`config.mk`:
```
export PLATFORM = sky130hd
export DESIGN_NAME = decode_stage
export DESIGN_NICKNAME = d
export VERILOG_FILES = /design/src/rtl/furv_pkg.sv /design/src/rtl/decode_stage_imm_gen.sv /design/src/rtl/decode_stage.sv
export SDC_FILE = /design/constraint.sdc
export NUM_CORES = 1
export LEC_CHECK = 0
export CORE_MARGIN = 5
export CORE_UTILIZATION = 42
export DETAILED_ROUTE_END_ITERATION = 10
export PLACE_DENSITY = 0.79
export SYNTH_ARGS = -nofsm -noshare
export SYNTH_HDL_FRONTEND = slang
export SYNTH_SLANG_ARGS = --single-unit
```
`constraint.sdc`:
```
create_clock -name clk -period 1.75 [get_ports clk]
set_input_delay 0.175 -clock clk [delete_from_list [all_inputs] [get_ports clk]]
set_output_delay 0.175 -clock clk [all_outputs]
set_load 0.1 [all_outputs]
```
`src/rtl/furv_pkg.sv`:
```
`default_nettype none
// ============================================================================
// Module   : furv_pkg
// Brief    : RV32I opcodes, result-select encoding and the decoded control
//            bundle shared by decode_stage and imm_gen.
//            Optional macro: DECODE_ILLEGAL_EN adds the illegal flag.
// Revision : 1.0 - initial release
// ============================================================================
package furv_pkg;

  localparam logic [6:0] LUI    = 7'b0110111;
  localparam logic [6:0] AUIPC  = 7'b0010111;
  localparam logic [6:0] JAL    = 7'b1101111;
  localparam logic [6:0] JALR   = 7'b1100111;
  localparam logic [6:0] BRANCH = 7'b1100011;
  localparam logic [6:0] LOAD   = 7'b0000011;
  localparam logic [6:0] STORE  = 7'b0100011;
  localparam logic [6:0] OP_IMM = 7'b0010011;
  localparam logic [6:0] OP     = 7'b0110011;

  typedef enum logic [1:0] {
    ARITH = 2'd0,
    LOGIC = 2'd1,
    CMP   = 2'd2,
    LINK  = 2'd3
  } result_sel_t;

  typedef struct packed {
    logic [4:0]  rs1;
    logic [4:0]  rs2;
    logic [4:0]  rd;
    logic        ra_use_pc;
    logic        rb_use_imm;
    logic        arith_mode;
    logic        logic_alt;
    logic [2:0]  funct3;
    logic        lt;
    logic        invert_comparison;
    logic        unsigned_comparison;
    result_sel_t result_sel;
    logic        reg_write;
    logic        is_branch;
    logic        is_jal;
    logic        is_jalr;
    logic        is_load;
    logic        is_store;
`ifdef DECODE_ILLEGAL_EN
    logic        illegal;
`endif
  } dec_ctrl_t;

endpackage
`default_nettype wire

```
`src/rtl/decode_stage_imm_gen.sv`:
```
`default_nettype none
// ============================================================================
// Module   : imm_gen
// Brief    : Combinational RV32I immediate extraction (I/S/B/U/J), sign
//            extended to WIDTH bits; non-immediate opcodes yield zero.
// Revision : 1.0 - initial release
// ============================================================================
module imm_gen
  import furv_pkg::*;
#(
  parameter int WIDTH = 32
) (
  input  logic [31:0]      instr_i,
  output logic [WIDTH-1:0] imm_o
);

  logic [31:0] w_imm32;

  always_comb begin
    w_imm32 = '0;
    case (instr_i[6:0])
      JALR, LOAD, OP_IMM: w_imm32 = {{20{instr_i[31]}}, instr_i[31:20]};
      STORE:              w_imm32 = {{20{instr_i[31]}}, instr_i[31:25], instr_i[11:7]};
      BRANCH:             w_imm32 = {{19{instr_i[31]}}, instr_i[31], instr_i[7],
                                     instr_i[30:25], instr_i[11:8], 1'b0};
      LUI, AUIPC:         w_imm32 = {instr_i[31:12], 12'b0};
      JAL:                w_imm32 = {{11{instr_i[31]}}, instr_i[31], instr_i[19:12],
                                     instr_i[20], instr_i[30:21], 1'b0};
      default:            w_imm32 = '0;
    endcase
  end

  generate
    if (WIDTH > 32) begin : g_sext
      assign imm_o = {{(WIDTH-32){w_imm32[31]}}, w_imm32};
    end else begin : g_fit
      assign imm_o = w_imm32[WIDTH-1:0];
    end
  endgenerate

endmodule
`default_nettype wire

```
`src/rtl/decode_stage.sv`:
```
`default_nettype none
// ============================================================================
// Module   : decode_stage
// Brief    : Single-entry RV32I decode pipeline register between fetch and
//            execute, with flush. Optional macro: DECODE_ILLEGAL_EN.
// Revision : 1.0 - initial release
// ============================================================================
module decode_stage
  import furv_pkg::*;
#(
  parameter int WIDTH = 32
) (
  input  logic             clk,
  input  logic             rst,
  input  logic             flush,
  input  logic             in_valid,
  output logic             in_ready,
  input  logic [31:0]      in_instr,
  input  logic [WIDTH-1:0] in_pc,
  output logic             out_valid,
  input  logic             out_ready,
  output logic [WIDTH-1:0] out_pc,
  output logic [4:0]       rs1,
  output logic [4:0]       rs2,
  output logic [4:0]       rd,
  output logic [WIDTH-1:0] imm,
  output logic             ra_use_pc,
  output logic             rb_use_imm,
  output logic             arith_mode,
  output logic             logic_alt,
  output logic [2:0]       funct3,
  output logic             lt,
  output logic             invert_comparison,
  output logic             unsigned_comparison,
  output logic [1:0]       result_sel,
  output logic             reg_write,
  output logic             is_branch,
  output logic             is_jal,
  output logic             is_jalr,
  output logic             is_load,
`ifdef DECODE_ILLEGAL_EN
  output logic             illegal,
`endif
  output logic             is_store
);

  logic [6:0]       w_opcode;
  logic [2:0]       w_f3;
  logic             w_alu;
  logic             w_accept;
  logic             valid_d, valid_q;
  dec_ctrl_t        ctrl_d, ctrl_q;
  logic [WIDTH-1:0] imm_d, imm_q, pc_q;

  assign w_opcode = in_instr[6:0];
  assign w_f3     = in_instr[14:12];
  assign w_alu    = (w_opcode == OP) || (w_opcode == OP_IMM);

  imm_gen #(
    .WIDTH(WIDTH)
  ) u_imm_gen (
    .instr_i(in_instr),
    .imm_o  (imm_d)
  );

  // Pass-through readiness: a consumed entry frees the slot in the same cycle.
  assign in_ready = !valid_q || out_ready;
  assign w_accept = in_valid && in_ready && !flush;

  always_comb begin
    valid_d = valid_q && !out_ready;
    if (w_accept) valid_d = 1'b1;
    if (flush)    valid_d = 1'b0;
  end

  always_comb begin
    ctrl_d     = '0;
    ctrl_d.rs1 = in_instr[19:15];
    ctrl_d.rs2 = in_instr[24:20];
    case (w_opcode)
      LUI: begin
        ctrl_d.rs1        = 5'd0;
        ctrl_d.rb_use_imm = 1'b1;
        ctrl_d.reg_write  = 1'b1;
      end
      AUIPC: begin
        ctrl_d.ra_use_pc  = 1'b1;
        ctrl_d.rb_use_imm = 1'b1;
        ctrl_d.reg_write  = 1'b1;
      end
      JAL: begin
        ctrl_d.ra_use_pc  = 1'b1;
        ctrl_d.rb_use_imm = 1'b1;
        ctrl_d.reg_write  = 1'b1;
        ctrl_d.is_jal     = 1'b1;
        ctrl_d.result_sel = LINK;
      end
      JALR: begin
        ctrl_d.rb_use_imm = 1'b1;
        ctrl_d.reg_write  = 1'b1;
        ctrl_d.is_jalr    = 1'b1;
        ctrl_d.result_sel = LINK;
      end
      BRANCH: begin
        ctrl_d.is_branch           = 1'b1;
        ctrl_d.funct3              = w_f3;
        ctrl_d.lt                  = w_f3[2];
        ctrl_d.invert_comparison   = w_f3[0];
        ctrl_d.unsigned_comparison = w_f3[1];
      end
      LOAD: begin
        ctrl_d.rb_use_imm = 1'b1;
        ctrl_d.reg_write  = 1'b1;
        ctrl_d.is_load    = 1'b1;
      end
      STORE: begin
        ctrl_d.rb_use_imm = 1'b1;
        ctrl_d.is_store   = 1'b1;
      end
      OP, OP_IMM: begin
        ctrl_d.rb_use_imm = (w_opcode == OP_IMM);
        ctrl_d.reg_write  = 1'b1;
        ctrl_d.funct3     = w_f3;
        ctrl_d.arith_mode = (w_opcode == OP) && (w_f3 == 3'b000) && in_instr[30];
        ctrl_d.logic_alt  = ((w_f3 == 3'b001) || (w_f3 == 3'b101)) && in_instr[30];
        case (w_f3)
          3'b000: ctrl_d.result_sel = ARITH;
          3'b010, 3'b011: begin
            // SLT/SLTU: funct3 bit 2 is clear, so lt is set explicitly.
            ctrl_d.result_sel          = CMP;
            ctrl_d.lt                  = 1'b1;
            ctrl_d.unsigned_comparison = w_f3[0];
          end
          default: ctrl_d.result_sel = LOGIC;
        endcase
`ifdef DECODE_ILLEGAL_EN
        if (w_opcode == OP)
          ctrl_d.illegal = (in_instr[31:25] != 7'h00) && (in_instr[31:25] != 7'h20);
        else if (w_f3 == 3'b001)
          ctrl_d.illegal = (in_instr[31:25] != 7'h00);
        else if (w_f3 == 3'b101)
          ctrl_d.illegal = (in_instr[31:25] != 7'h00) && (in_instr[31:25] != 7'h20);
`endif
      end
      default: begin
`ifdef DECODE_ILLEGAL_EN
        ctrl_d.illegal = 1'b1;
`endif
      end
    endcase
`ifdef DECODE_ILLEGAL_EN
    if (ctrl_d.illegal) begin
      ctrl_d.reg_write = 1'b0;
      ctrl_d.is_branch = 1'b0;
      ctrl_d.is_jal    = 1'b0;
      ctrl_d.is_jalr   = 1'b0;
      ctrl_d.is_load   = 1'b0;
      ctrl_d.is_store  = 1'b0;
    end
`endif
    ctrl_d.rd = ctrl_d.reg_write ? in_instr[11:7] : 5'd0;
  end

  // Fields only load on accept, so a held entry stays stable under backpressure.
  always_ff @(posedge clk) begin
    if (rst) begin
      valid_q <= 1'b0;
      ctrl_q  <= '0;
      imm_q   <= '0;
      pc_q    <= '0;
    end else begin
      valid_q <= valid_d;
      if (w_accept) begin
        ctrl_q <= ctrl_d;
        imm_q  <= imm_d;
        pc_q   <= in_pc;
      end
    end
  end

  assign out_valid           = valid_q;
  assign out_pc              = pc_q;
  assign imm                 = imm_q;
  assign rs1                 = ctrl_q.rs1;
  assign rs2                 = ctrl_q.rs2;
  assign rd                  = ctrl_q.rd;
  assign ra_use_pc           = ctrl_q.ra_use_pc;
  assign rb_use_imm          = ctrl_q.rb_use_imm;
  assign arith_mode          = ctrl_q.arith_mode;
  assign logic_alt           = ctrl_q.logic_alt;
  assign funct3              = ctrl_q.funct3;
  assign lt                  = ctrl_q.lt;
  assign invert_comparison   = ctrl_q.invert_comparison;
  assign unsigned_comparison = ctrl_q.unsigned_comparison;
  assign result_sel          = ctrl_q.result_sel;
  assign reg_write           = ctrl_q.reg_write;
  assign is_branch           = ctrl_q.is_branch;
  assign is_jal              = ctrl_q.is_jal;
  assign is_jalr             = ctrl_q.is_jalr;
  assign is_load             = ctrl_q.is_load;
  assign is_store            = ctrl_q.is_store;
`ifdef DECODE_ILLEGAL_EN
  assign illegal             = ctrl_q.illegal;
`endif

endmodule
`default_nettype wire

```
**Yosys cells after proc, flatten, opt, wreduce, memory -nomap -nowiden**

Index checks and enable logic that the tools add are counted.

- Register bits: 98
- Latch bits: 0
- Memory bits (writable): 0
- ROM bits: 0
- Input bits: 69
- Output and inout port bits: 99
- Word-level logic and storage cells: 75
- Memories: 0

- Add/subtract/negate cells: 0
- $mul: 0
- Divide/modulo/power cells: 0
- Order comparisons: 0
- Equal/unequal tests: 13
- Shift operators: 0
- Muxes and demuxes: 20
- Bitwise operators: 0
- Reduce and logical (&&, ||, !) cells: 21

Operator list:

| cell | count |
|---|---|
| 32-bit case mux with 5 select lines | 1 |
| 7-bit by 6-bit == test with 1-bit output, second input constant | 3 |
| 7-bit == test, second input constant | 3 |
| 7-bit by 5-bit == test with 1-bit output, second input constant | 2 |
| 2-bit OR reduction | 6 |
| 1-bit 2-to-1 mux | 11 |
| 5-bit 2-to-1 mux | 2 |
| 2-bit case mux with 2 select lines | 2 |
| 4-bit case mux with 2 select lines | 1 |
| 7-bit by 2-bit == test with 1-bit output, second input constant | 1 |
| 7-bit OR reduction | 1 |
| 3-bit by 2-bit == test with 1-bit output, second input constant | 2 |
| 1-bit logical AND | 6 |
| 6-bit OR reduction | 1 |
| 1-bit case mux with 2 select lines | 2 |
| 3-bit by 1-bit == test with 1-bit output, second input constant | 1 |
| 3-bit == test, second input constant | 1 |
| 1-bit logical NOT | 3 |
| 3-bit logical NOT | 1 |
| 3-bit OR reduction | 1 |
| 1-bit logical OR | 2 |
| 2-bit 2-to-1 mux | 1 |

**Depth between registers and ports, before layout**

Gate-level depths: netlist of the first run.

- Depth in word-level cells: 5
- Depth in mapped cells: 7

**Cells and area by module**

A second synthesis of the first run with hierarchy kept.

- Cell total of the unflattened synthesis: 519
- Area, all modules: 4190.3 um2

By module, submodules not included:

| module | times used | cells an instance | area each (um2) |
|---|---|---|---|
| decode_stage | 1 | 446 | 3608.5 |
| imm_gen | 1 | 73 | 581.8 |

**Least setup slack after synthesis of the first run**

Ideal clock, no wire load.

- Kind: flip-flop to flip-flop
- From: register valid_q (netlist: out_valid)
- To: register pc_q[13] (netlist: out_pc[13])
- Library setup time: 0.070 ns
- Arrival: 2.662 ns
- Required time: 1.680 ns
- Path slack: -0.983 ns
- Cell stages (with the launch flop): 8
- Buffers on the path: 2
- Path through: dfxtp_1 nor2b_1 inv_1 nand2_1 buf_2 buf_1 nand2_1 a21oi_1

- Word-level cells in the longest chain between the ends: 4

RTL lines:

| item | RTL line | text |
|---|---|---|
| from (decl) | decode_stage.sv:51 | `logic valid_d, valid_q;` |
| from (signal assigned) | decode_stage.sv:172 | `valid_q <= valid_d;` |
| 1-bit logical NOT | decode_stage.sv:67 | `assign in_ready = !valid_q \|\| out_ready;` |
| 1-bit logical OR | decode_stage.sv:67 |  |
| via in_ready | decode_stage.sv:17 | `output logic in_ready,` |
| 1-bit logical AND (2 in a row) | decode_stage.sv:68 | `assign w_accept = in_valid && in_ready && !flush;` |
| to (signal assigned) | decode_stage.sv:176 | `pc_q <= in_pc;` |
| to (decl) | decode_stage.sv:53 | `logic [WIDTH-1:0] imm_d, imm_q, pc_q;` |

The timed path passes the listed nets, and every way through them passes these cells.
A chain may end at the register's enable or synchronous reset.

**Worst setup path after layout of the first run**

- From: input port in_instr[3]
- To: register ctrl_q (netlist bit rd[0])

- Word-level cells in the longest chain between the ends: 4
- Elaborated cells between the ends (all ways): 10

RTL lines:

| item | RTL line | text |
|---|---|---|
| from (decl) | decode_stage.sv:18 | `input logic [31:0] in_instr,` |
| 7-bit by 6-bit == test with 1-bit output (tied with other cells) | decode_stage.sv:80 | `case (w_opcode)` |
| 7-bit OR reduction (no source line) * | n/a |  |
| 1-bit 2-to-1 mux * | decode_stage.sv:80 |  |
| 5-bit 2-to-1 mux * | decode_stage.sv:161 | `ctrl_d.rd = ctrl_d.reg_write ? in_instr[11:7] : 5'd0;` |
| to (signal assigned) | decode_stage.sv:174 | `ctrl_q <= ctrl_d;` |
| to (decl) | decode_stage.sv:52 | `dec_ctrl_t ctrl_d, ctrl_q;` |

Mark *: on every way between the ends. The rest lies on a longest branch, timed or not.

==> results.ini, run 1 <==
[synth]
synth_most_common_cell=nand2_1
netlist_top_cells_count=nand2_1 (131), dfxtp_1 (98), a21oi_1 (72), a22oi_1 (34), clkbuf_1 (22)
synth_area_leaders=dfxtp_1 (50%), nand2_1 (12%), a21oi_1 (9.1%)
synth.avg_cell_area_um2=8.116
synth-seq-area-share_pct=49.64
synth_cell_types=43
synth_ff_type=dfxtp_1
ys_ff_latch=98
synth-async-reset-ratio_pct=0
synth_cells=487
synth_edf_count=0
syn_nets=556
synth_top_cell_area_share_pct=49.64
yosysWarnings=0
synth_area_mm2=0.003953
synth_area_leader_cell=dfxtp_1

[clocking]
cts-root-buf=clkbuf_8
cts.clk_slew.worst_paths_ps=90
htree_num_levels=3
cts_buffer_depth=2
cts_buffers=9
cts.repair.resized=0
postCtsHoldBufs=0
cts_tree=done
clk_latency_ps=360
cts_sinks=98
cts_setup_buffers=0

[hold_path]
hold_path.class=input port to register
min_path_cells=3
whs_endpoint=imm[8]
hp-start=rst

[drt]
top_layer_used=met4
dr.pass1.iters=7
vias_per_cell=5.319
met1_length_um=5512
wl_um=12870
initialDrtViolationCount=255
routed-wl-met3_um=1056
wl_per_cell_um=16.25
wl_met2_um=6153
drc=0
final_antenna_net_count=0
vias=4213

[timing]
drv_slew=0
rsz0062_at_grt=no
tightest_slew_ps=346.2
holdWs_ps=271.1
min_period_over_period_pct=93.19
skew_ps=8.036
final-hold-violation-count=0
setup_viol=0
clock.fmax_mhz=613.2
layout_min_cycle_time_ps=1631
relSlewSlack_pct=76.92

[grt]
antenna_found_initial=0
grt_pass1_vias=4103
track_usage_pct=22.52
grt_max_degree=50
grt_pass1_wl_um=20870
overflow=0

[placement]
gp_congestion=0.8676
hpwl_um=9874
port-buffer-count=167

[finish]
drive_gt1_share_pct=26.87
layout.nets=745
fillers=783
antenna_cells=0
area_growth_syn_to_layout_pct=53.81

[floorplanning]
initial_utilization_pct=42.98
row_count=35
die_area_mm2=0.01145
die_x_um=107.0
ios=168
die_h_um=107.0
core-area_mm2=0.009196

[critical_path]
cpPeakStageDelay_ps=510
reg2reg_from=out_valid
start_kind=input port
end_kind=register
timing.rr.end=out_pc[3]
rr_worst_depth=6
crit_path_max_fanout=6
rrSetupSlack_ps=240
cp.arrival_ps=1880
path_class=input port to register
crit_chain=clkdlybuf4s50_1, and4bb_2, and2_4, or3_1, a32o_1
crit_start=in_instr[3]
cp.required_ps=2000
slowest_stage=clkdlybuf4s50_1

[pwr]
leakage_nw=2.366
ir_drop_v=0.0006013
p_total_mw=5.057
power.density_mw_per_mm2=831.9

[job]
cap_violations=0

[run_status]
status=finished, final reports clean

==> placed cells by master, fill, tap and decap left out, types with 2 or more instances in the layout <==
master / Yosys / routed
bufinv_16: 0 / 2
a211oi_2: 1 / 2
nor3_1: 8 / 8
clkinvlp_4: 0 / 2
o21a_1: 2 / 2
nand4_1: 2 / 2
o211ai_1: 7 / 7
nor2b_1: 4 / 3
inv_1: 5 / 4
a32o_1: 5 / 5
dfxtp_1: 98 / 97
nand2_1: 131 / 130
buf_4: 2 / 144
a21oi_1: 72 / 71
nor4_2: 1 / 2
o21ai_0: 16 / 16
or2_1: 2 / 2
or3_1: 2 / 2
nor2_1: 15 / 14
clkdlybuf4s50_1: 0 / 67
a211oi_1: 5 / 4
buf_12: 0 / 5
clkbuf_8: 0 / 11
nand2b_1: 2 / 2
mux2i_1: 2 / 2
nand3_1: 14 / 14
nand3b_1: 2 / 2
nand4b_1: 2 / 2
a22oi_1: 34 / 34
==> sequential cells by signal, summed over array words and instances, names as in the netlist, 2 cells and up <==
signal	cells
rs2	5
out_pc	32
rs1	5
funct3	3
imm	32
rd	5
result_sel	2
==> how the worst max path moves through the flow <==
stage	to	slack, ps
2_1_floorplan	imm[30]	-380
3_3_place_gp	rd[1]	-230
4_1_cts	rd[0]	130
3_5_place_dp	rd[4]	-250
6_report	rd[0]	120
5_1_grt	result_sel[0]	50
==> cells by family (layout without fill, tap and decap cells) <==
kind of cell,count (synthesis),after routing,synth area share (%)
compound gates,152,152,23.87
flops,98,98,49.64
mux,2,2,0.5065
buf+inv,44,238,4.780
simple gates,191,191,21.21
==> final cells by class <==
type	count	area, um2	share of cell area, %
well taps	111	138.9	2.284
repair buffers	217	1857	30.54
clock buffers	13	180.2	2.964
flip-flops and latches	98	1966	32.33
clock inverters	3	67.56	1.111
inverters	5	22.52	0.3704
multi-input cells	345	1848	30.40
==> worst max-delay path: cells and delay by family <==
family                 cells  cell delay (ps)
buffers and inverters      1              510
AO/OA/AOI/OAI              1              290
AND/OR/NAND/NOR            3              900
==> metal layers <==
metal,track usage (%),vias to the layer above
met5,0,-
met1,28.91,1966
met2,38.04,160
met4,6.393,0
li1,-,2075
met3,4.937,12
==> power breakdown <==
group | switching [mW] | leakage (nW) | internal (mW)
registers | 0.0283 | 0.796 | 2.28
clock network | 0.764 | 0.121 | 0.972
logic | 0.679 | 1.45 | 0.331
==> through the flow <==
step | worst slack, ps | setup TNS, ps | std cells | area [um2] | utilization (%)
floorplan | -377.4 | -31480 | 487 | 4094 | -
global placement | -229.8 | -5396 | 776 | 5832 | 63.42
detailed placement | -254.7 | -6649 | 776 | 5832 | 63.42
CTS | 126.8 | 0 | 792 | 6080 | 66.11
global route | 49.62 | 0 | 792 | 6080 | 66.11
finish | 119.2 | 0 | 792 | 6080 | 66.11
No activity file was read; power rests on OpenSTA's default activity.
==> run 2, diff against run 1 <==
--- a/config.mk
+++ b/config.mk
@@ -8,6 +8,7 @@
 export CORE_MARGIN = 5
 export CORE_UTILIZATION = 42
 export DETAILED_ROUTE_END_ITERATION = 10
+export HOLD_SLACK_MARGIN = 0.06
 export PLACE_DENSITY = 0.79
 export SYNTH_ARGS = -nofsm -noshare
 export SYNTH_HDL_FRONTEND = slang
==> results of run 2 <==
The final DEF is identical to that of run 1; final timing and power are the same.
